## src/rtl/guess_game_ctrl_if.sv

```systemverilog
// guess_game_ctrl_if: button/switch inputs and display/status outputs of the guessing-game controller.
interface guess_game_ctrl_if;
    logic        i_start_btn;
    logic        i_guess_btn;
    logic [3:0]  i_guess_val;
    logic [15:0] o_disp_val;
    logic [3:0]  o_tries_left;
    logic        o_win;
    logic        o_lose;
    modport master (output i_start_btn, i_guess_btn, i_guess_val, input o_disp_val, o_tries_left, o_win, o_lose);
    modport slave (input i_start_btn, i_guess_btn, i_guess_val, output o_disp_val, o_tries_left, o_win, o_lose);
endinterface

```

## src/rtl/guess_game_ctrl.sv

```systemverilog
// guess_game_ctrl: number-guessing game FSM driving a one-hot symbol bus for the 7-segment decoder.
module guess_game_ctrl #(
    parameter int HOLD_CYCLES = 100_000_000,
    parameter int MAX_TRIES   = 4
) (
    input logic clk,
    input logic rst,
    guess_game_ctrl_if.slave bus
);
    typedef enum logic [2:0] {IDLE, GUESS, HI, LO, WIN, LOSE} state_t;
    localparam int HW = $clog2(HOLD_CYCLES + 1);
    localparam logic [HW-1:0] HOLD_LAST = HW'(HOLD_CYCLES - 1);
    localparam logic [HW-1:0] HOLD_MAX = HW'(HOLD_CYCLES);
    localparam logic [3:0] TRIES_INIT = 4'(MAX_TRIES);
    state_t r_state, w_state_n;
    logic [3:0] r_ctr, r_secret, w_secret_n, r_tries, w_tries_n, w_idx;
    logic [HW-1:0] r_hold;
    logic [15:0] r_disp;
    logic r_start_q, r_guess_q, r_win, r_lose;
    logic w_start_e, w_guess_e, w_valid;
    assign w_start_e = bus.i_start_btn & ~r_start_q;
    assign w_guess_e = bus.i_guess_btn & ~r_guess_q;
    assign w_valid = bus.i_guess_val <= 4'd9;
    // Restart takes priority over any guess in the same cycle.
    always_comb begin
        w_state_n = r_state;
        w_tries_n = r_tries;
        w_secret_n = r_secret;
        if (w_start_e) begin
            w_state_n = GUESS;
            w_tries_n = TRIES_INIT;
            w_secret_n = r_ctr;
        end else begin
            case (r_state)
                GUESS: if (w_guess_e && w_valid) begin
                    if (bus.i_guess_val == r_secret) w_state_n = WIN;
                    else if (r_tries == 4'd1) begin
                        w_tries_n = 4'd0;
                        w_state_n = LOSE;
                    end else begin
                        w_tries_n = r_tries - 4'd1;
                        w_state_n = bus.i_guess_val > r_secret ? HI : LO;
                    end
                end
                HI, LO: if (r_hold == HOLD_LAST) w_state_n = GUESS;
                default: ;
            endcase
        end
        w_idx = r_state == IDLE  ? 4'd12 :
                r_state == GUESS ? (w_valid ? bus.i_guess_val : 4'd14) :
                r_state == HI    ? 4'd10 :
                r_state == LO    ? 4'd11 :
                r_state == WIN   ? 4'd13 : 4'd15;
    end
    always_ff @(posedge clk) begin
        if (rst) begin
            r_state <= IDLE;
            r_ctr <= '0;
            r_secret <= '0;
            r_tries <= TRIES_INIT;
            r_hold <= '0;
            r_disp <= 16'h1000;
            r_start_q <= 1'b1;
            r_guess_q <= 1'b1;
            r_win <= 1'b0;
            r_lose <= 1'b0;
        end else begin
            r_state <= w_state_n;
            r_ctr <= r_ctr == 4'd9 ? 4'd0 : r_ctr + 4'd1;
            r_secret <= w_secret_n;
            r_tries <= w_tries_n;
            // Counter only runs while a verdict is shown, so it is zero on every HI/LO entry.
            r_hold <= (r_state == HI || r_state == LO) ? (r_hold == HOLD_MAX ? r_hold : r_hold + 1'b1) : '0;
            r_disp <= 16'd1 << w_idx;
            r_start_q <= bus.i_start_btn;
            r_guess_q <= bus.i_guess_btn;
            r_win <= w_state_n == WIN;
            r_lose <= w_state_n == LOSE;
        end
    end
    assign bus.o_disp_val = r_disp;
    assign bus.o_tries_left = r_tries;
    assign bus.o_win = r_win;
    assign bus.o_lose = r_lose;
endmodule

```

## src/flat_wrapper.sv

```systemverilog
// flat-port wrapper written by rule: the top's interface ports become plain ports
module guess_game_ctrl_flat 
#(
    parameter int HOLD_CYCLES = 100_000_000,
    parameter int MAX_TRIES   = 4
)
  (clk, rst, bus_i_start_btn, bus_i_guess_btn, bus_i_guess_val, bus_o_disp_val, bus_o_tries_left, bus_o_win, bus_o_lose);
  guess_game_ctrl_if bus_i ();
  input logic clk;
  input logic rst;
  input wire logic [$bits(bus_i.i_start_btn)-1:0] bus_i_start_btn;
  input wire logic [$bits(bus_i.i_guess_btn)-1:0] bus_i_guess_btn;
  input wire logic [$bits(bus_i.i_guess_val)-1:0] bus_i_guess_val;
  output wire logic [$bits(bus_i.o_disp_val)-1:0] bus_o_disp_val;
  output wire logic [$bits(bus_i.o_tries_left)-1:0] bus_o_tries_left;
  output wire logic [$bits(bus_i.o_win)-1:0] bus_o_win;
  output wire logic [$bits(bus_i.o_lose)-1:0] bus_o_lose;
  assign bus_i.i_start_btn = bus_i_start_btn;
  assign bus_i.i_guess_btn = bus_i_guess_btn;
  assign bus_i.i_guess_val = bus_i_guess_val;
  assign bus_o_disp_val = bus_i.o_disp_val;
  assign bus_o_tries_left = bus_i.o_tries_left;
  assign bus_o_win = bus_i.o_win;
  assign bus_o_lose = bus_i.o_lose;
  guess_game_ctrl #(.HOLD_CYCLES(HOLD_CYCLES), .MAX_TRIES(MAX_TRIES)) u_core (.clk(clk), .rst(rst), .bus(bus_i));
endmodule
```

## config.mk

```make
export PLATFORM = sky130hd
export DESIGN_NAME = guess_game_ctrl_flat
export DESIGN_NICKNAME = d
export VERILOG_FILES = /design/src/rtl/guess_game_ctrl_if.sv /design/src/rtl/guess_game_ctrl.sv /design/src/flat_wrapper.sv
export SDC_FILE = /design/constraint.sdc
export NUM_CORES = 1
export LEC_CHECK = 0
export BUFFER_PORTS_ARGS = -buffer_cell sky130_fd_sc_hd__buf_2
export CORE_UTILIZATION = 25
export DETAILED_ROUTE_END_ITERATION = 10
export PLACE_DENSITY_LB_ADDON = 0.15
export SYNTH_ARGS = -nofsm -noshare
export SYNTH_HDL_FRONTEND = slang
export SYNTH_SLANG_ARGS = --single-unit
```

## constraint.sdc

```tcl
create_clock -name clk -period 3.1 [get_ports clk]
set_clock_uncertainty 0.15 [all_clocks]
set_input_delay 0 -clock clk [delete_from_list [all_inputs] [get_ports clk]]
set_output_delay 0 -clock clk [all_outputs]
set_load 0.005 [all_outputs]
```

---- After elaboration in Yosys (flattened, before gate mapping) ----
Cells that the tools add are included.
cells by class
  add/subtract/negate cells ............... 3
  $mul .................................... 0
  div/mod/pow operators ................... 0
  magnitude comparators ................... 2
  eq/ne operators ......................... 11
  shift-type cells ........................ 1
  mux-type cells .......................... 14
  bitwise operators ....................... 6
  reduce and logical (&&, ||, !) cells .... 8
operators by type and width
  cell                                                    number
  == test 27 bit (second input constant)                  2
  adder 27 x 1 -> 27 bit (second input constant)          1
  2-to-1 mux 4 bit                                        6
  left shift 1 x 4 -> 16 bit (first input constant)       1
  2-to-1 mux 3 bit                                        5
  == test 3 bit (second input constant)                   3
  OR reduction 2 bit                                      4
  == test 3 x 2 -> 1 bit (second input constant)          2
  one-hot mux 3 bit (2 select lines)                      1
  adder 4 x 1 -> 4 bit (second input constant)            1
  == test 4 x 1 -> 1 bit (second input constant)          1
  == test 4 bit                                           1
  == test 4 bit (second input constant)                   1
  greater-than comparator 4 bit                           1
  less-or-equal comparator 4 bit (second input constant)  1
  inverter 1 bit                                          4
  subtractor 4 x 1 -> 4 bit (second input constant)       1
  == test 3 x 1 -> 1 bit (second input constant)          1
  zero test 3 bit                                         1
  AND reduction 3 bit                                     1
  bitwise AND 1 bit                                       2
  2-to-1 mux 2 bit                                        1
  logical AND 1 bit                                       1
  logical OR 1 bit                                        1
  2-to-1 mux 1 bit                                        1
word-level totals
  flip-flop bits (word level) ............. 62
  latch bits .............................. 0
  memory bits (writable) .................. 0
  ROM bits ................................ 0
  input port bits ......................... 8
  word-level logic and storage cells ...... 55
  memories ................................ 0

---- Logic depth before layout (Yosys ltp) ----
Gate-level depths: netlist of the first run.
  depth after elaboration ................. 8
  mapped depth ............................ 7
  depth with buffers taken out ............ 7

---- Least setup slack after synthesis of the first run ----
OpenSTA, ideal clock, no wires.
  path kind ............................... reg2reg
  start point ............................. reg u_core.r_state[0]
  end point ............................... reg u_core.r_tries[2] (netlist: u_core.bus.o_tries_left[2])
  setup time .............................. 0.122 ns
  data arrival time ....................... 1.651 ns
  required time ........................... 2.828 ns
  path slack .............................. 1.177 ns
  cell stages (with the launch flop) ...... 5
  path through ............................ dfxtp_1 -> or3b_4 -> nor4_4 -> a21boi_1 -> a311o_1
between the ends
  word-level cells in the longest chain between the ends .. 2
RTL lines
  item                           line                   source
  from (decl)                    guess_game_ctrl.sv:15  state_t r_state, w_state_n;
  from (signal assigned)         guess_game_ctrl.sv:68  r_state <= w_state_n;
  == test 3 x 1 -> 1 bit         guess_game_ctrl.sv:34  case (r_state)
  AND reduction 3 bit (no line)  -
  to (signal assigned)           guess_game_ctrl.sv:71  r_tries <= w_tries_n;
  to (decl)                      guess_game_ctrl.sv:16  logic [3:0] r_ctr, r_secret, w_secret_n, r_tries, w_tries_n, w_idx;
No other way between the ends.
A chain may end at the register's enable or synchronous reset.

---- Worst setup path in the final report of the first run ----
  start point ............................. reg u_core.r_state[0]
  end point ............................... reg u_core.r_disp[1] (netlist: u_core.bus.o_disp_val[1])
between the ends
  word-level cells in the longest chain between the ends .. 7
  elaborated cells on any way between the ends .. 11
  classes of those cells .................. 4 x eq/ne; 1 x shift; 5 x mux; 1 x reduce/logical
RTL lines
  item                          line                   source
  == test 3 bit                 guess_game_ctrl.sv:53  r_state == WIN ? 4'd13 : 4'd15;
  2-to-1 mux 2 bit              guess_game_ctrl.sv:53
  2-to-1 mux 4 bit              guess_game_ctrl.sv:52  r_state == LO ? 4'd11 :
  2-to-1 mux 4 bit              guess_game_ctrl.sv:51  r_state == HI ? 4'd10 :
  2-to-1 mux 4 bit              guess_game_ctrl.sv:50  r_state == GUESS ? (w_valid ? bus.i_guess_val : 4'd14) :
  2-to-1 mux 4 bit *            guess_game_ctrl.sv:49  w_idx = r_state == IDLE ? 4'd12 :
  left shift 1 x 4 -> 16 bit *  guess_game_ctrl.sv:74  r_disp <= 16'd1 << w_idx;
  to (signal assigned)          guess_game_ctrl.sv:74
  to (decl)                     guess_game_ctrl.sv:18  logic [15:0] r_disp;
Mark *: on every way between the ends. The rest lies on a longest branch, timed or not.

==> results by group, run 1 <==
Floorplan
  • Core ar.: 10300 sq um
  • Number of cell rows: 37
  • Starting Density: 0.257
  • Width of the die: 105 um
  • Die span in y: 105 um
  • Full die area: 11000 sq um
  • I/O pin count: 30

Yosys
  • Yosys cell types: 49
  • FF+latch count, synth: 62
  • Async S/R FF share, synth: 0
  • Synth warn: 0
  • Avg Inst Size Synth: 8.95 sq um
  • Most used DFF post-synth: dfxtp_1
  • EDFF count, synth: 0
  • Post-Syn Nets: 315
  • Syn Inst Count: 297
  • Sequential fraction of the synthesis area: 0.467
  • Synthesized cell area: 2660 sq um

GRT
  • First-pass GRT wire length: 9630 um
  • GRT Util Overall: 0.112
  • Gr ovfl total: 0
  • Vias in the first global route: 1998
  • Initial antenna violation count: 0
  • Largest net degree at the start of global routing: 29

Pwr
  • Pwr Density: 518 nW/um^2
  • Sw Share: 0.216
  • Reg power frac: 0.478
  • Worst IR Drop VDD: 136 uV
  • Sw power: 366 uW
  • Logic pwr share: 0.039
  • Leak pwr: 1.24 nW
  • Int Pwr: 1.33 mW
  • Clock Power Share: 0.483

Cells and area
  • Nets: 358
  • N_diodes: 0
  • Synthesis-to-layout area growth: 23.4%
  • Layout cell share with drive strength beyond 1: 0.168
  • Most common cell after layout, fill and taps aside: nor2_1
  • Fin cells: 481
  • Design area: 3280 sq um
  • Most frequent cells in the layout: 63 x nor2_1, 62 x dfxtp_1, 29 x buf_2

Clocking
  • Total setup buffers inserted after CTS: 0
  • Hold_buf cts: 9
  • Clk pin slew, worst setup/hold paths: 0.07 ns
  • CTS resizes: 0
  • Deepest clock path buffer count: 2
  • Worst skew pair latency: 0.35 ns
  • CTS sink cnt: 62
  • TritonCTS clock tree: done
  • H-tree depth: 3
  • TritonCTS Buffers: 9
  • CTS root buf: clkbuf_8

Timing
  • Finish-stage setup viols: 0
  • Final hold vios: 0
  • Transition time of the tightest slew-check pin: 0.951 ns
  • Final worst setup slack: 0.920 ns
  • Unrepaired setup endpoints after global routing: no
  • Max-slew headroom: 0.364
  • Slew Limit Fails: 0
  • Minimum clock period: 2.18 ns
  • Hold_ws: 0.0173 ns
  • Fmax achieved: 459 MHz
  • Final period util: 0.703
  • Setup TNS: 0 ns

Drt
  • DR vias: 2124
  • Post-route antenna net violation count: 0
  • Initial detailed-routing violation count: 53
  • Post-DR wirelength/cell: 11.6 um
  • Avg Vias per Cell: 4.42
  • First-pass iteration count of the detailed router: 4
  • Residual DRC: 0
  • Detailed Route WL: 5580 um

Setup path
  • FF-to-FF End: u_core.bus.o_disp_val[1]$_SDFF_PP0_
  • WP data arrival: 2.31 ns
  • Critical R2R Launch: u_core.r_state[0]$_SDFF_PP0_
  • R2R cell count: 4
  • Data required time of the critical path: 3.23 ns
  • Critical path type: flop to flop
  • CP Launch Point: u_core.r_state[0]$_SDFF_PP0_
  • Startpoint type of the worst setup path: flop
  • Max Fanout on Critical Path: 8
  • Critical Path End: u_core.bus.o_disp_val[1]$_SDFF_PP0_
  • R2R setup slack: 0.92 ns
  • Crit path capture type: flop

Min path
  • Hold Crit Class: primary input to flop
  • Hold Path Cell Cnt: 4
  • Worst Min Path Start: bus_i_guess_val[1]

Status
  • Outcome: finished, final reports clean

Place
  • Post-place instance area: 2960 sq um
  • Placed Cells: 456
  • Port buffer count: 29
  • Routability cong.: 0.764
  • DP Worst Slack: 1.00 ns
  • Hpwl dp: 3920 um

Run
  • Max_cap viols: 0
==> metal layers <==
layer | share of wire | routed length, um | GRT usage
met5 | 0 | 0 | 0
met3 | 0.045 | 249 | 0.0324
met1 | 0.52 | 2880 | 0.149
met2 | 0.42 | 2340 | 0.158
met4 | 0.020 | 114 | 0.0724
==> final cells by class <==
class	count	area, sq um
multi-input combinational	213	1330
clock buffer	11	151
timing repair buffer	40	250
fill	1096	7040
tap	136	170
sequential	62	1240
inverter	14	52.6
clock inverter	5	81.3
==> per-stage QoR <==
stage          power [mW]   util
6_report             1.70  0.318
5_1_grt              1.78  0.318
4_1_cts              1.73  0.318
3_5_place_dp        0.890  0.287
3_3_place_gp        0.890  0.287
2_1_floorplan       0.869      -
==> state kept, by name, summed over array words and instances, names as in the netlist <==
signal / cells
u_core.bus.o_win: 1
u_core.r_hold: 27
u_core.r_guess_q: 1
u_core.bus.o_disp_val: 16
u_core.bus.o_tries_left: 4
u_core.bus.o_lose: 1
u_core.r_secret: 4
u_core.r_state: 3
u_core.r_start_q: 1
u_core.r_ctr: 4
==> synth_stat cells, types with 2 or more instances <==
master / count / area (sq um)
nor2_1: 63 / 236
dfxtp_1: 62 / 1240
xor2_1: 20 / 175
nand3_1: 16 / 80.1
inv_1: 14 / 52.6
ha_1: 10 / 125
nand2_1: 10 / 37.5
a21oi_1: 9 / 45.0
nand4_1: 9 / 56.3
clkbuf_1: 8 / 30.0
nor3_1: 6 / 30.0
and3_1: 5 / 31.3
or2_2: 5 / 31.3
nand2b_1: 4 / 25.0
nor4_1: 4 / 25.0
xnor2_1: 4 / 35.0
and4_1: 3 / 26.3
nand3b_1: 3 / 22.5
o211ai_1: 3 / 22.5
o21a_1: 3 / 22.5
or3_1: 3 / 18.8
and2_1: 2 / 12.5
mux2i_1: 2 / 20.0
nor2b_1: 2 / 12.5
nor4bb_1: 2 / 20.0
o21ai_0: 2 / 10.0
==> critical path, stage by stage, from the launching register on <==
cell and delay (ns):
dfxtp_1 0.46, or3b_4 0.45, or3_1 0.31, dlygate4sd3_1 0.62
nor2_1 0.11
==> cell families after synthesis <==
group / share of synthesized area
compound gates: 0.0852
xor+xnor: 0.0791
fa+ha+maj: 0.0471
buf+inv: 0.0311
flops: 0.467
mux: 0.0132
simple gates: 0.277
==> power by group through the flow <==
stage | Clock, mW | Combinational, mW | Sequential, mW
2_1_floorplan | 0 | 0.0407 | 0.828
3_3_place_gp | 0 | 0.0602 | 0.830
3_5_place_dp | 0 | 0.0602 | 0.830
4_1_cts | 0.846 | 0.0684 | 0.812
5_1_grt | 0.887 | 0.0775 | 0.812
6_report | 0.820 | 0.0670 | 0.812
==> worst min-delay path by stage <==
stage	to	slack, ns
6_report	u_core.bus.o_disp_val[10]$_SDFF_PP0_	0.02
5_1_grt	u_core.bus.o_disp_val[2]$_SDFF_PP0_	0.03
4_1_cts	u_core.bus.o_disp_val[10]$_SDFF_PP0_	0.003
3_5_place_dp	u_core.r_start_q$_SDFF_PP1_	0.06
3_3_place_gp	u_core.r_guess_q$_SDFF_PP1_	0.06
2_1_floorplan	u_core.r_guess_q$_SDFF_PP1_	-0.05
No activity file was read; power rests on OpenSTA's default activity.
==> run 2: changes to the inputs <==
- clock period: 3.1 -> 1.9 ns (I/O delays scaled with it)
==> results by group, run 2 (same netlist as run 1, synthesis figures left out) <==
Timing
  • Minimum clock period: 1.86 ns
  • Max-slew headroom: 0.720
  • Transition time of the tightest slew-check pin: 0.416 ns
  • Final period util: 0.978
  • Finish-stage setup viols: 0
  • Fmax achieved: 538 MHz
  • Unrepaired setup endpoints after global routing: yes
  • Slew Limit Fails: 0
  • Final hold vios: 0
  • Hold_ws: 0.0837 ns
  • Setup TNS: 0 ns

Status
  • Outcome: finished, final reports clean

Drt
  • DR vias: 2241
  • Avg Vias per Cell: 4.47
  • Initial detailed-routing violation count: 51
  • Detailed Route WL: 5980 um
  • Post-DR wirelength/cell: 11.9 um
  • First-pass iteration count of the detailed router: 4
  • Residual DRC: 0
  • Post-route antenna net violation count: 0

Pwr
  • Worst IR Drop VDD: 248 uV
  • Logic pwr share: 0.050
  • Reg power frac: 0.501
  • Sw power: 653 uW
  • Sw Share: 0.247
  • Int Pwr: 1.99 mW
  • Pwr Density: 761 nW/um^2
  • Overall Power: 2.64 mW
  • Clock Power Share: 0.449
  • Leak pwr: 1.34 nW

Cells and area
  • Synthesis-to-layout area growth: 30.4%
  • Area occupied by multi-input gates: 1400 sq um
  • Biggest register: u_core.r_hold
  • Nets: 378
  • Largest register FFs: 27
  • Most frequent cells in the layout: 63 x nor2_1, 59 x dfxtp_1, 28 x buf_2
  • Final Util: 0.336
  • N_diodes: 0
  • # fillers: 1096
  • Fin cells: 501
  • Layout cell share with drive strength beyond 1: 0.255
  • FF+latch area: 1240 sq um
  • Most common cell after layout, fill and taps aside: nor2_1

Clocking
  • H-tree depth: 3
  • TritonCTS clock tree: done
  • TritonCTS Buffers: 9
  • Worst skew pair latency: 0.36 ns
  • Deepest clock path buffer count: 2
  • CTS root buf: clkbuf_8
  • Clk pin slew, worst setup/hold paths: 0.08 ns
  • CTS sink cnt: 62

Floorplan
  • Starting Density: 0.257
  • Die span in y: 105 um
  • Number of cell rows: 37
  • Core ar.: 10300 sq um
  • Width of the die: 105 um
  • I/O pin count: 30
  • Full die area: 11000 sq um

Setup path
  • Startpoint type of the worst setup path: primary input
  • Critical R2R Launch: u_core.r_state[1]$_SDFF_PP0_
  • Data required time of the critical path: 2.01 ns
  • WP data arrival: 1.96 ns
  • CP Launch Point: bus_i_guess_val[3]
  • Critical path type: primary input to flop
  • R2R cell count: 6
  • Max Fanout on Critical Path: 7
  • Crit path capture type: flop

GRT
  • Largest net degree at the start of global routing: 29
  • GRT Util Overall: 0.117
  • Initial antenna violation count: 0
  • First-pass GRT wire length: 10000 um
  • Vias in the first global route: 2118
  • Gr ovfl total: 0

Place
  • Port buffer count: 29
  • Hpwl dp: 4100 um
  • Routability cong.: 0.777
  • Placed Cells: 476

Min path
  • Hold Path Cell Cnt: 5
  • Hold Crit Class: primary input to flop
  • Worst Min Path Start: bus_i_guess_val[2]

Run
  • Max_cap viols: 0
-- run 2: cell count changes in the layout (fill, tap and decap cells not counted), moves of 2 or more --
cell      delta
buf_4       +21
clkbuf_8     -2
dfxtp_1      -3
dfxtp_2      +3
ha_1         -3
ha_4         +3
inv_1        -2
inv_2        +2
-- run 2: timing repair --
action / CTS / global route
buffers inserted: 1 / 0
pin swaps: 1 / 4
hold buffers: 8 / 0
resized for setup: 2 / 13
setup endpoints to repair: 4 / 9
hold endpoints to repair: 20 / 0
-- run 2: worst paths after layout --
check | end | slack [ns]
max | u_core.bus.o_lose$_SDFF_PP0_ | 0.04
min | u_core.bus.o_disp_val[10]$_SDFF_PP0_ | 0.08
max reg2reg | u_core.bus.o_tries_left[0]$_SDFFE_PP0P_ | 0.04
min reg2reg | u_core.bus.o_win$_SDFF_PP0_ | 0.33
-- run 2: routing by layer --
layer  vias to the layer above  wire, um  global-route usage
met5                         -         0                   0
met4                         0       151              0.0815
met3                         9       159              0.0212
met2                        27      2620               0.177
met1                      1050      3050               0.149
li1                       1155         -                   -
-- run 2: layout make-up --
type / instances / share of cell area
Multi-Input combinational cell: 213 / 0.404
Sequential cell: 62 / 0.359
Timing Repair Buffer: 60 / 0.116
Tap cell: 136 / 0.0491
Clock buffer: 9 / 0.0357
Clock inverter: 7 / 0.0213
Inverter: 14 / 0.0152
-- run 2: power by group through the flow --
stage | Clock [mW] | Combinational (mW) | Sequential [mW]
6_report | 1.19 | 0.131 | 1.32
5_1_grt | 1.29 | 0.146 | 1.32
2_1_floorplan | 0 | 0.0663 | 1.35
3_3_place_gp | 0 | 0.108 | 1.35
3_5_place_dp | 0 | 0.108 | 1.35
4_1_cts | 1.23 | 0.125 | 1.32
-- run 2: critical path: stages --
cell	delay, ns
dlygate4sd3_1	0.54
clkbuf_4	0.19
o21a_2	0.16
or4_1	0.48
a221o_1	0.36
o211a_1	0.23
-- run 2: through the flow --
| stage | area (sq um) | setup slack, ns |
|---|---|---|
| finish | 3470 | 0.0419 |
| global route | 3470 | -0.0293 |
| CTS | 3410 | 0.00877 |
| detailed placement | 3110 | -0.0880 |
| global placement | 3110 | -0.0470 |
| floorplan | 2660 | 0.00432 |
